===== config.mk =====
export PLATFORM = sky130hd
export DESIGN_NAME = menu_select_ctrl_flat
export DESIGN_NICKNAME = d
export VERILOG_FILES = /design/src/rtl/menu_select_ctrl_if.sv /design/src/rtl/menu_select_ctrl.sv /design/src/flat_wrapper.sv
export SDC_FILE = /design/constraint.sdc
export NUM_CORES = 1
export LEC_CHECK = 0
export BUFFER_PORTS_ARGS = -buffer_cell sky130_fd_sc_hd__buf_2
export CORE_UTILIZATION = 42
export CTS_BUF_LIST = sky130_fd_sc_hd__clkbuf_4 sky130_fd_sc_hd__clkbuf_8 sky130_fd_sc_hd__clkbuf_16
export DETAILED_ROUTE_END_ITERATION = 6
export HOLD_SLACK_MARGIN = 0.12
export PLACE_DENSITY = 0.74
export RECOVER_POWER = 50
export SLEW_MARGIN = 20
export SYNTH_ARGS = -nofsm -noshare
export SYNTH_HDL_FRONTEND = slang
export SYNTH_SLANG_ARGS = --single-unit

===== constraint.sdc =====
create_clock -name clk -period 2.4 [get_ports clk]
set_input_delay 0.24 -clock clk [delete_from_list [all_inputs] [get_ports clk]]
set_output_delay 0.24 -clock clk [all_outputs]
set_load 0.03 [all_outputs]

===== src/rtl/menu_select_ctrl_if.sv =====
// rtl/menu_select_ctrl_if.sv - mouse input and level selection signal bundle for the menu controller
interface menu_select_ctrl_if;
    logic [9:0] mouse_x;
    logic [9:0] mouse_y;
    logic       mouse_valid;
    logic       mouse_left;
    logic       enable;
    logic       level_ack;
    logic       mouseInLevel1;
    logic       mouseInLevel2;
    logic       mouseInLevel3;
    logic       level_valid;
    logic [1:0] level_id;

    modport master (
        output mouse_x, mouse_y, mouse_valid, mouse_left, enable, level_ack,
        input  mouseInLevel1, mouseInLevel2, mouseInLevel3, level_valid, level_id
    );

    modport slave (
        input  mouse_x, mouse_y, mouse_valid, mouse_left, enable, level_ack,
        output mouseInLevel1, mouseInLevel2, mouseInLevel3, level_valid, level_id
    );
endinterface


===== src/rtl/menu_select_ctrl.sv =====
// rtl/menu_select_ctrl.sv - menu level button hover, debounced click and selection handshake
module menu_select_ctrl #(
    parameter int unsigned BTN_X0     = 160,
    parameter int unsigned BTN_X1     = 480,
    parameter int unsigned BTN_Y0     = 80,
    parameter int unsigned BTN_H      = 60,
    parameter int unsigned BTN_PITCH  = 120,
    parameter int unsigned DEB_CYCLES = 16
) (
    input  logic                clk,
    input  logic                rst,
    menu_select_ctrl_if.slave   bus
);
    localparam int CW = $clog2(DEB_CYCLES);

    typedef enum logic [1:0] {IDLE, ARMED, WAIT_ACK} state_t;

    state_t          state_q, state_d;
    logic [1:0]      armed_id_q, armed_id_d;
    logic [9:0]      pos_x_q, pos_x_d, pos_y_q, pos_y_d;
    logic            sync1_q, sync2_q;
    logic            btn_db_q, btn_db_d;
    logic [CW-1:0]   deb_cnt_q, deb_cnt_d;
    logic [2:0]      hov_flags_q, hov_flags_d;
    logic            level_valid_q, level_valid_d;
    logic [1:0]      level_id_q, level_id_d;

    logic [31:0]     px, py;
    logic [1:0]      hover_id;
    logic            flip, press, release_p;

    // Widen to 32 bits so button bounds near the top of the 10-bit range cannot wrap.
    assign px = {22'd0, pos_x_q};
    assign py = {22'd0, pos_y_q};

    always_comb begin
        hover_id = 2'd0;
        for (int k = 3; k >= 1; k--) begin
            if (px >= BTN_X0 && px < BTN_X1 &&
                py >= BTN_Y0 + (k - 1) * BTN_PITCH &&
                py <  BTN_Y0 + (k - 1) * BTN_PITCH + BTN_H)
                hover_id = 2'(k);
        end
    end

    always_comb begin
        pos_x_d = bus.mouse_valid ? bus.mouse_x : pos_x_q;
        pos_y_d = bus.mouse_valid ? bus.mouse_y : pos_y_q;
        hov_flags_d[0] = bus.enable && (hover_id == 2'd1);
        hov_flags_d[1] = bus.enable && (hover_id == 2'd2);
        hov_flags_d[2] = bus.enable && (hover_id == 2'd3);
    end

    // The counter only advances while the synchronized level disagrees with btn_db.
    always_comb begin
        btn_db_d  = btn_db_q;
        deb_cnt_d = '0;
        flip      = 1'b0;
        if (sync2_q != btn_db_q) begin
            if (deb_cnt_q == CW'(DEB_CYCLES - 1)) begin
                flip     = 1'b1;
                btn_db_d = sync2_q;
            end else begin
                deb_cnt_d = deb_cnt_q + 1'b1;
            end
        end
        press     = flip && !btn_db_q;
        release_p = flip && btn_db_q;
    end

    always_comb begin
        state_d       = state_q;
        armed_id_d    = armed_id_q;
        level_valid_d = level_valid_q;
        level_id_d    = level_id_q;
        case (state_q)
            IDLE: begin
                if (press && bus.enable && hover_id != 2'd0) begin
                    state_d    = ARMED;
                    armed_id_d = hover_id;
                end
            end
            ARMED: begin
                if (!bus.enable) begin
                    state_d    = IDLE;
                    armed_id_d = 2'd0;
                end else if (release_p) begin
                    if (hover_id == armed_id_q) begin
                        state_d       = WAIT_ACK;
                        level_valid_d = 1'b1;
                        level_id_d    = armed_id_q;
                    end else begin
                        state_d    = IDLE;
                        armed_id_d = 2'd0;
                    end
                end
            end
            WAIT_ACK: begin
                if (bus.level_ack) begin
                    state_d       = IDLE;
                    armed_id_d    = 2'd0;
                    level_valid_d = 1'b0;
                    level_id_d    = 2'd0;
                end
            end
            default: begin
                state_d       = IDLE;
                armed_id_d    = 2'd0;
                level_valid_d = 1'b0;
                level_id_d    = 2'd0;
            end
        endcase
    end

    always_ff @(posedge clk or negedge rst) begin
        if (!rst) begin
            state_q       <= IDLE;
            armed_id_q    <= 2'd0;
            pos_x_q       <= 10'd0;
            pos_y_q       <= 10'd0;
            sync1_q       <= 1'b0;
            sync2_q       <= 1'b0;
            btn_db_q      <= 1'b0;
            deb_cnt_q     <= '0;
            hov_flags_q   <= 3'd0;
            level_valid_q <= 1'b0;
            level_id_q    <= 2'd0;
        end else begin
            state_q       <= state_d;
            armed_id_q    <= armed_id_d;
            pos_x_q       <= pos_x_d;
            pos_y_q       <= pos_y_d;
            sync1_q       <= bus.mouse_left;
            sync2_q       <= sync1_q;
            btn_db_q      <= btn_db_d;
            deb_cnt_q     <= deb_cnt_d;
            hov_flags_q   <= hov_flags_d;
            level_valid_q <= level_valid_d;
            level_id_q    <= level_id_d;
        end
    end

    assign bus.mouseInLevel1 = hov_flags_q[0];
    assign bus.mouseInLevel2 = hov_flags_q[1];
    assign bus.mouseInLevel3 = hov_flags_q[2];
    assign bus.level_valid   = level_valid_q;
    assign bus.level_id      = level_id_q;
endmodule


===== src/flat_wrapper.sv =====
// flat-port wrapper written by rule: the top's interface ports become plain ports
module menu_select_ctrl_flat 
#(
    parameter int unsigned BTN_X0     = 160,
    parameter int unsigned BTN_X1     = 480,
    parameter int unsigned BTN_Y0     = 80,
    parameter int unsigned BTN_H      = 60,
    parameter int unsigned BTN_PITCH  = 120,
    parameter int unsigned DEB_CYCLES = 16
)
  (clk, rst, bus_mouse_x, bus_mouse_y, bus_mouse_valid, bus_mouse_left, bus_enable, bus_level_ack, bus_mouseInLevel1, bus_mouseInLevel2, bus_mouseInLevel3, bus_level_valid, bus_level_id);
  menu_select_ctrl_if bus_i ();
  input  logic clk;
  input  logic rst;
  input wire logic [$bits(bus_i.mouse_x)-1:0] bus_mouse_x;
  input wire logic [$bits(bus_i.mouse_y)-1:0] bus_mouse_y;
  input wire logic [$bits(bus_i.mouse_valid)-1:0] bus_mouse_valid;
  input wire logic [$bits(bus_i.mouse_left)-1:0] bus_mouse_left;
  input wire logic [$bits(bus_i.enable)-1:0] bus_enable;
  input wire logic [$bits(bus_i.level_ack)-1:0] bus_level_ack;
  output wire logic [$bits(bus_i.mouseInLevel1)-1:0] bus_mouseInLevel1;
  output wire logic [$bits(bus_i.mouseInLevel2)-1:0] bus_mouseInLevel2;
  output wire logic [$bits(bus_i.mouseInLevel3)-1:0] bus_mouseInLevel3;
  output wire logic [$bits(bus_i.level_valid)-1:0] bus_level_valid;
  output wire logic [$bits(bus_i.level_id)-1:0] bus_level_id;
  assign bus_i.mouse_x = bus_mouse_x;
  assign bus_i.mouse_y = bus_mouse_y;
  assign bus_i.mouse_valid = bus_mouse_valid;
  assign bus_i.mouse_left = bus_mouse_left;
  assign bus_i.enable = bus_enable;
  assign bus_i.level_ack = bus_level_ack;
  assign bus_mouseInLevel1 = bus_i.mouseInLevel1;
  assign bus_mouseInLevel2 = bus_i.mouseInLevel2;
  assign bus_mouseInLevel3 = bus_i.mouseInLevel3;
  assign bus_level_valid = bus_i.level_valid;
  assign bus_level_id = bus_i.level_id;
  menu_select_ctrl #(.BTN_X0(BTN_X0), .BTN_X1(BTN_X1), .BTN_Y0(BTN_Y0), .BTN_H(BTN_H), .BTN_PITCH(BTN_PITCH), .DEB_CYCLES(DEB_CYCLES)) u_core (.clk(clk), .rst(rst), .bus(bus_i));
endmodule

* Word-level counts from Yosys, hierarchy flattened
Index checks and enable logic that the tools add are counted.
Word-level totals: register bits 37
Operators by class: add/sub/neg operators 1, $lt $le $gt $ge 8, equality and inequality tests 15, muxes and demuxes 27, bitwise operators 1, reduce and logical (&&, ||, !) cells 21
Operators with widths (number):
- 10-bit by 9-bit less-than comparator with 1-bit output, second input constant | 3
- 2-bit 2-to-1 mux | 15
- 10-bit by 8-bit >= comparator with 1-bit output, second input constant | 2
- 2-bit one-hot mux with 3 select lines | 3
- 1-bit logical AND | 14
- 10-bit by 7-bit >= comparator with 1-bit output, second input constant | 1
- 10-bit by 9-bit >= comparator with 1-bit output, second input constant | 1
- 10-bit by 8-bit less-than comparator with 1-bit output, second input constant | 1
- 4-bit 2-to-1 mux | 2
- 2-bit equality test, second input constant | 3
- 1-bit 2-to-1 mux | 6
- 2-bit by 1-bit inequality test with 1-bit output, second input constant | 3
- 5-bit AND reduction | 1
- 4-bit by 1-bit adder with 4-bit output, second input constant | 1
- 2-bit by 1-bit equality test with 1-bit output, second input constant | 2
- 4-bit equality test, second input constant | 1
- 2-bit inequality test, second input constant | 2
- 4-bit AND reduction | 1
- 3-bit by 2-bit inequality test with 1-bit output, second input constant | 1
- 3-bit inequality test, second input constant | 1
- 1-bit one-hot mux with 3 select lines | 1
- 3-bit AND reduction | 1
- 2-bit equality test | 1
- 2-bit zero test | 1
- other kinds (5) | 5

* Depth between registers and ports, before layout
word-level depth 12, mapped depth 8

* Worst setup path before layout
OpenSTA, ideal clock, no wires.
kind register to register, from reg u_core.pos_y_q[3], to reg u_core.level_id_q[0] (netlist: u_core.bus.level_id[0]), setup time 0.126 ns, arrival time 2.081 ns, required time 2.274 ns, slack 0.193 ns, stages on the path, launching flop included 8, path buffers 0, period minus slack after synthesis 2.207 ns, cell sequence dfrtp_1 > or3_1 > or4b_1 > a21oi_2 > xnor2_1 > a32o_1 > nor3b_1 > a221o_1
On the way: cells in the longest elaborated chain, start to end 9, elaborated cells between the ends (all ways) 18
Ends and longest elaborated chain:
- start, declared | RTL line menu_select_ctrl.sv:20 | logic [9:0] pos_x_q, pos_x_d, pos_y_q, pos_y_d;
- start signal, assigned | RTL line menu_select_ctrl.sv:132 | pos_y_q <= pos_y_d;
- 10-bit by 9-bit >= comparator with 1-bit output | RTL line menu_select_ctrl.sv:40 | py >= BTN_Y0 + (k - 1) * BTN_PITCH &&
- 1-bit logical AND | RTL line menu_select_ctrl.sv:39 | if (px >= BTN_X0 && px < BTN_X1 &&
- 1-bit logical AND | RTL line menu_select_ctrl.sv:40
- 2-bit 2-to-1 mux (2 in series) | RTL line menu_select_ctrl.sv:39
- 2-bit 2-to-1 mux * | RTL line menu_select_ctrl.sv:39
- 2-bit equality test * | RTL line menu_select_ctrl.sv:88 | if (hover_id == armed_id_q) begin
- 2-bit by 1-bit inequality test with 1-bit output (no source line) *
- 5-bit AND reduction (no source line) *
- end signal, assigned | RTL line menu_select_ctrl.sv:139 | level_id_q <= level_id_d;
- end, declared | RTL line menu_select_ctrl.sv:26 | logic [1:0] level_id_q, level_id_d;
Every way passes the cells marked *; elsewhere a longest branch is shown, timed or not. A chain may end at the register's enable or synchronous reset.

* Worst setup path after layout
from reg u_core.pos_y_q[3], to reg u_core.level_id_q[1] (netlist: u_core.bus.level_id[1])
Same word-level chain as after synthesis.

==> summary.md <==
| Metric | Value |
|---|---|
| Pleak | `0.803 nW` |
| # setup viols final | `0` |
| ANT nets after route | `0` |
| CP max-delay cell | `or4b_1` |
| Fin. Hold Viols | `0` |
| Clock slew at reported path FFs | `0.09 ns` |
| CTS Buf Count | `5` |
| Asr flop ratio synth | `100%` |
| CTS tree | `yes` |
| Die area | `3560 sq um` |
| CP required | `2.61 ns` |
| Max Buffers Root-to-Sink | `2` |
| Gr usage total | `18.2%` |
| Via density | `5.23` |
| Worst-Skew Late Latency | `0.33 ns` |
| Share of cells above drive strength 1 | `34.4%` |
| Overall Power | `0.985 mW` |
| Unrepaired setup endpoints after global routing | `no` |
| Crit path max-delay family | `simple AND/OR/NAND/NOR gates` |
| 1st-iter DRT viols | `56` |
| Most common cell after layout, fill and taps aside | `dfrtp_1` |
| Final worst path period share | `95.1%` |
| Pre-antenna DRT Iters | `7` |
| Core Rows | `20` |
| Worst path bufs/invs | `0` |
| Hpwl dp | `1910 um` |
| CTS sink cnt | `30` |
| Failing checks | `max-capacitance violations, max-slew violations` |
| DRC | `0` |
| Post-Syn Nets | `147` |
| Placer Congestion | `0.826` |
| Top-level I/O count | `32` |
| Fillers | `301` |
| Die span in y | `59.6 um` |
| Yosys reg bits | `30` |
| Crit path DAT | `2.50 ns` |
| Sequential element share of the synthesized area | `53.8%` |
| Yosys cell types | `38` |
| Overflow after GRT | `0` |
| Synth Cell Area | `1400 sq um` |
| Root buffer cell | `clkbuf_4` |
| Pwr/cell area | `575 nW/um^2` |
| Maxcap violations | `1` |
| Post-synth top area cell | `dfrtp_1` |
| CP cell instances | `or3_1 -> or4b_1 -> a21oi_2 -> xnor2_1 -> a32o_2 -> nor3b_1 -> a221o_1` |
| Synth Instances | `120` |
| Top FF cell, synth | `dfrtp_1` |
| Largest net degree at the start of global routing | `31` |
| Syn_area_per_cell | `11.6 sq um` |
| CTS H-tree depth | `2` |
| Nets@finish | `186` |
| Crit-path max FO | `4` |
| Ant. Diodes | `0` |
| Commonest non-fill, non-tap cells in the layout | `dfrtp_1 (30), buf_2 (23), mux2_2 (14)` |
| Crit. End Element | `register` |
| Crit path largest cell delay | `0.49 ns` |
| Layout area overhead | `22.9%` |
| Ranking of synthesized cells by area | `dfrtp_1 (54%), mux2_2 (11%), nand2_1 (3.2%), nor3b_1 (2.7%), nor2_1 (2.4%)` |
| Drt total wl | `2640 um` |
| IO buf count | `24` |
| DR vias | `1066` |
| Worst min path class | `primary input to register` |
| Setup crit start kind | `register` |
| Starting density of the core | `45.0%` |
| Final min period | `2.28 ns` |
| Drt wl/cell | `12.9 um` |
| Setup CP Type | `register to register` |
| Yosys warns | `0` |
| Clock skew | `0.00820 ns` |
| DIE WIDTH | `59.6 um` |
| Worst slew pin tran | `1.55 ns` |
| Core area | `3100 sq um` |
| Max-slew headroom | `-3.38%` |
| Status | `complete, but fails checks` |
| Vias in the first global route | `1088` |
| Maximum vdd drop | `0.362 mV` |
| Post-synth top area share | `53.8%` |
| Initial antenna violation count | `0` |
| Number of synthesized flops with an enable pin | `0` |
| Fin. max-slew vios | `31` |
| First-pass GRT wire length | `4650 um` |
| Setup total negative slack | `0 ns` |
| Fmax | `438 MHz` |
==> worst register-to-register path: cells and delay by family, from the launching register on <==
kind	cells	cell delay, ns
AOI/OAI and AO/OA	3	0.67
xor gates and xnor gates	1	0.18
DFF	1	0.39
and+or+nand+nor	3	0.94
==> sequential cells by signal, indices dropped and copies added, names as in the netlist <==
name and count:
u_core.bus.level_id 2, u_core.hov_flags_q 3, u_core.pos_x_q 5, u_core.armed_id_q 2, u_core.sync1_q 1, u_core.deb_cnt_q 4, u_core.bus.level_valid 1, u_core.sync2_q 1
u_core.btn_db_q 1, u_core.state_q 2, u_core.pos_y_q 8
==> Yosys cell counts (all sizes together) (2+ instances only) <==
library cell,n
a21oi,2
a221o,2
a311oi,2
a32o,2
and2,4
clkbuf,2
dfrtp,30
inv,3
mux2,14
mux2i,2
nand2,12
nand3,2
nand4,2
nor2,9
nor3b,5
o21ai,5
xnor2,3
==> metal layers <==
metal / wire (um) / vias to the layer above / global-route usage, % / share of wire, %
li1: - / 515 / - / -
met1: 1130 / 509 / 20.9 / 43
met2: 1310 / 35 / 30.3 / 50
met3: 152 / 7 / 6.55 / 5.8
met4: 47 / 0 / 8.31 / 1.8
met5: 0 / - / 0 / 0
==> cell type report <==
class / count / area [sq um] / share of cell area [%]
sequential: 30 / 751 / 43.8
inverter: 3 / 11.3 / 0.657
clock inverter: 2 / 12.5 / 0.730
timing repair buffer: 35 / 209 / 12.2
multi-input combinational: 84 / 624 / 36.4
tap: 44 / 55.1 / 3.21
clock buffer: 6 / 51.3 / 2.99
==> through the flow <==
stage / area [sq um] / hold WS [ns] / std cells / utilization, % / worst slack, ns
global placement: 1590 / 0.289 / 189 / 51.1 / 0.155
detailed placement: 1590 / 0.311 / 189 / 51.1 / 0.105
floorplan: 1400 / -0.0556 / 120 / - / 0.193
finish: 1710 / 0.139 / 204 / 55.2 / 0.117
global route: 1710 / 0.121 / 204 / 55.2 / 0.000719
CTS: 1690 / 0.122 / 201 / 54.4 / 0.0782
==> where the power goes <==
part           internal (mW)  switching, mW
clock                  0.141          0.178
combinational         0.0598         0.0483
sequential             0.534         0.0244
total                  0.734          0.251
==> logic make-up after synthesis <==
family | synth area share, %
AO/OA/AOI/OAI | 10.8
XOR/XNOR | 1.88
buffers and inverters | 1.88
AND/OR/NAND/NOR | 18.0
flip-flops | 53.8
adder cells (fa/ha/maj) | 0.897
multiplexers | 12.7
==> worst paths after layout <==
check                      slack [ns]                     end              start  cells past startpoint
max                              0.12  u_core.bus.level_id[1]  u_core.pos_y_q[3]                      7
min                              0.14       u_core.pos_y_q[2]     bus_mouse_y[2]                      2
max reg2reg                      0.12  u_core.bus.level_id[1]  u_core.pos_y_q[3]                      7
min reg2reg                      0.36          u_core.sync2_q     u_core.sync1_q                      0
max in group asynchronous        0.68       u_core.pos_y_q[9]                rst                      2
min in group asynchronous        0.82   u_core.hov_flags_q[2]                rst                      2
==> timing repair <==
| item | in CTS | in global routing |
|---|---|---|
| resized for setup | 0 | 2 |
| endpoints found under the setup margin | 0 | 2 |
| hold buffers | 4 | 2 |
| hold endpoints to repair | 33 | 2 |
| buffers inserted | 0 | 1 |
Power figures use the tool's default switching activity.
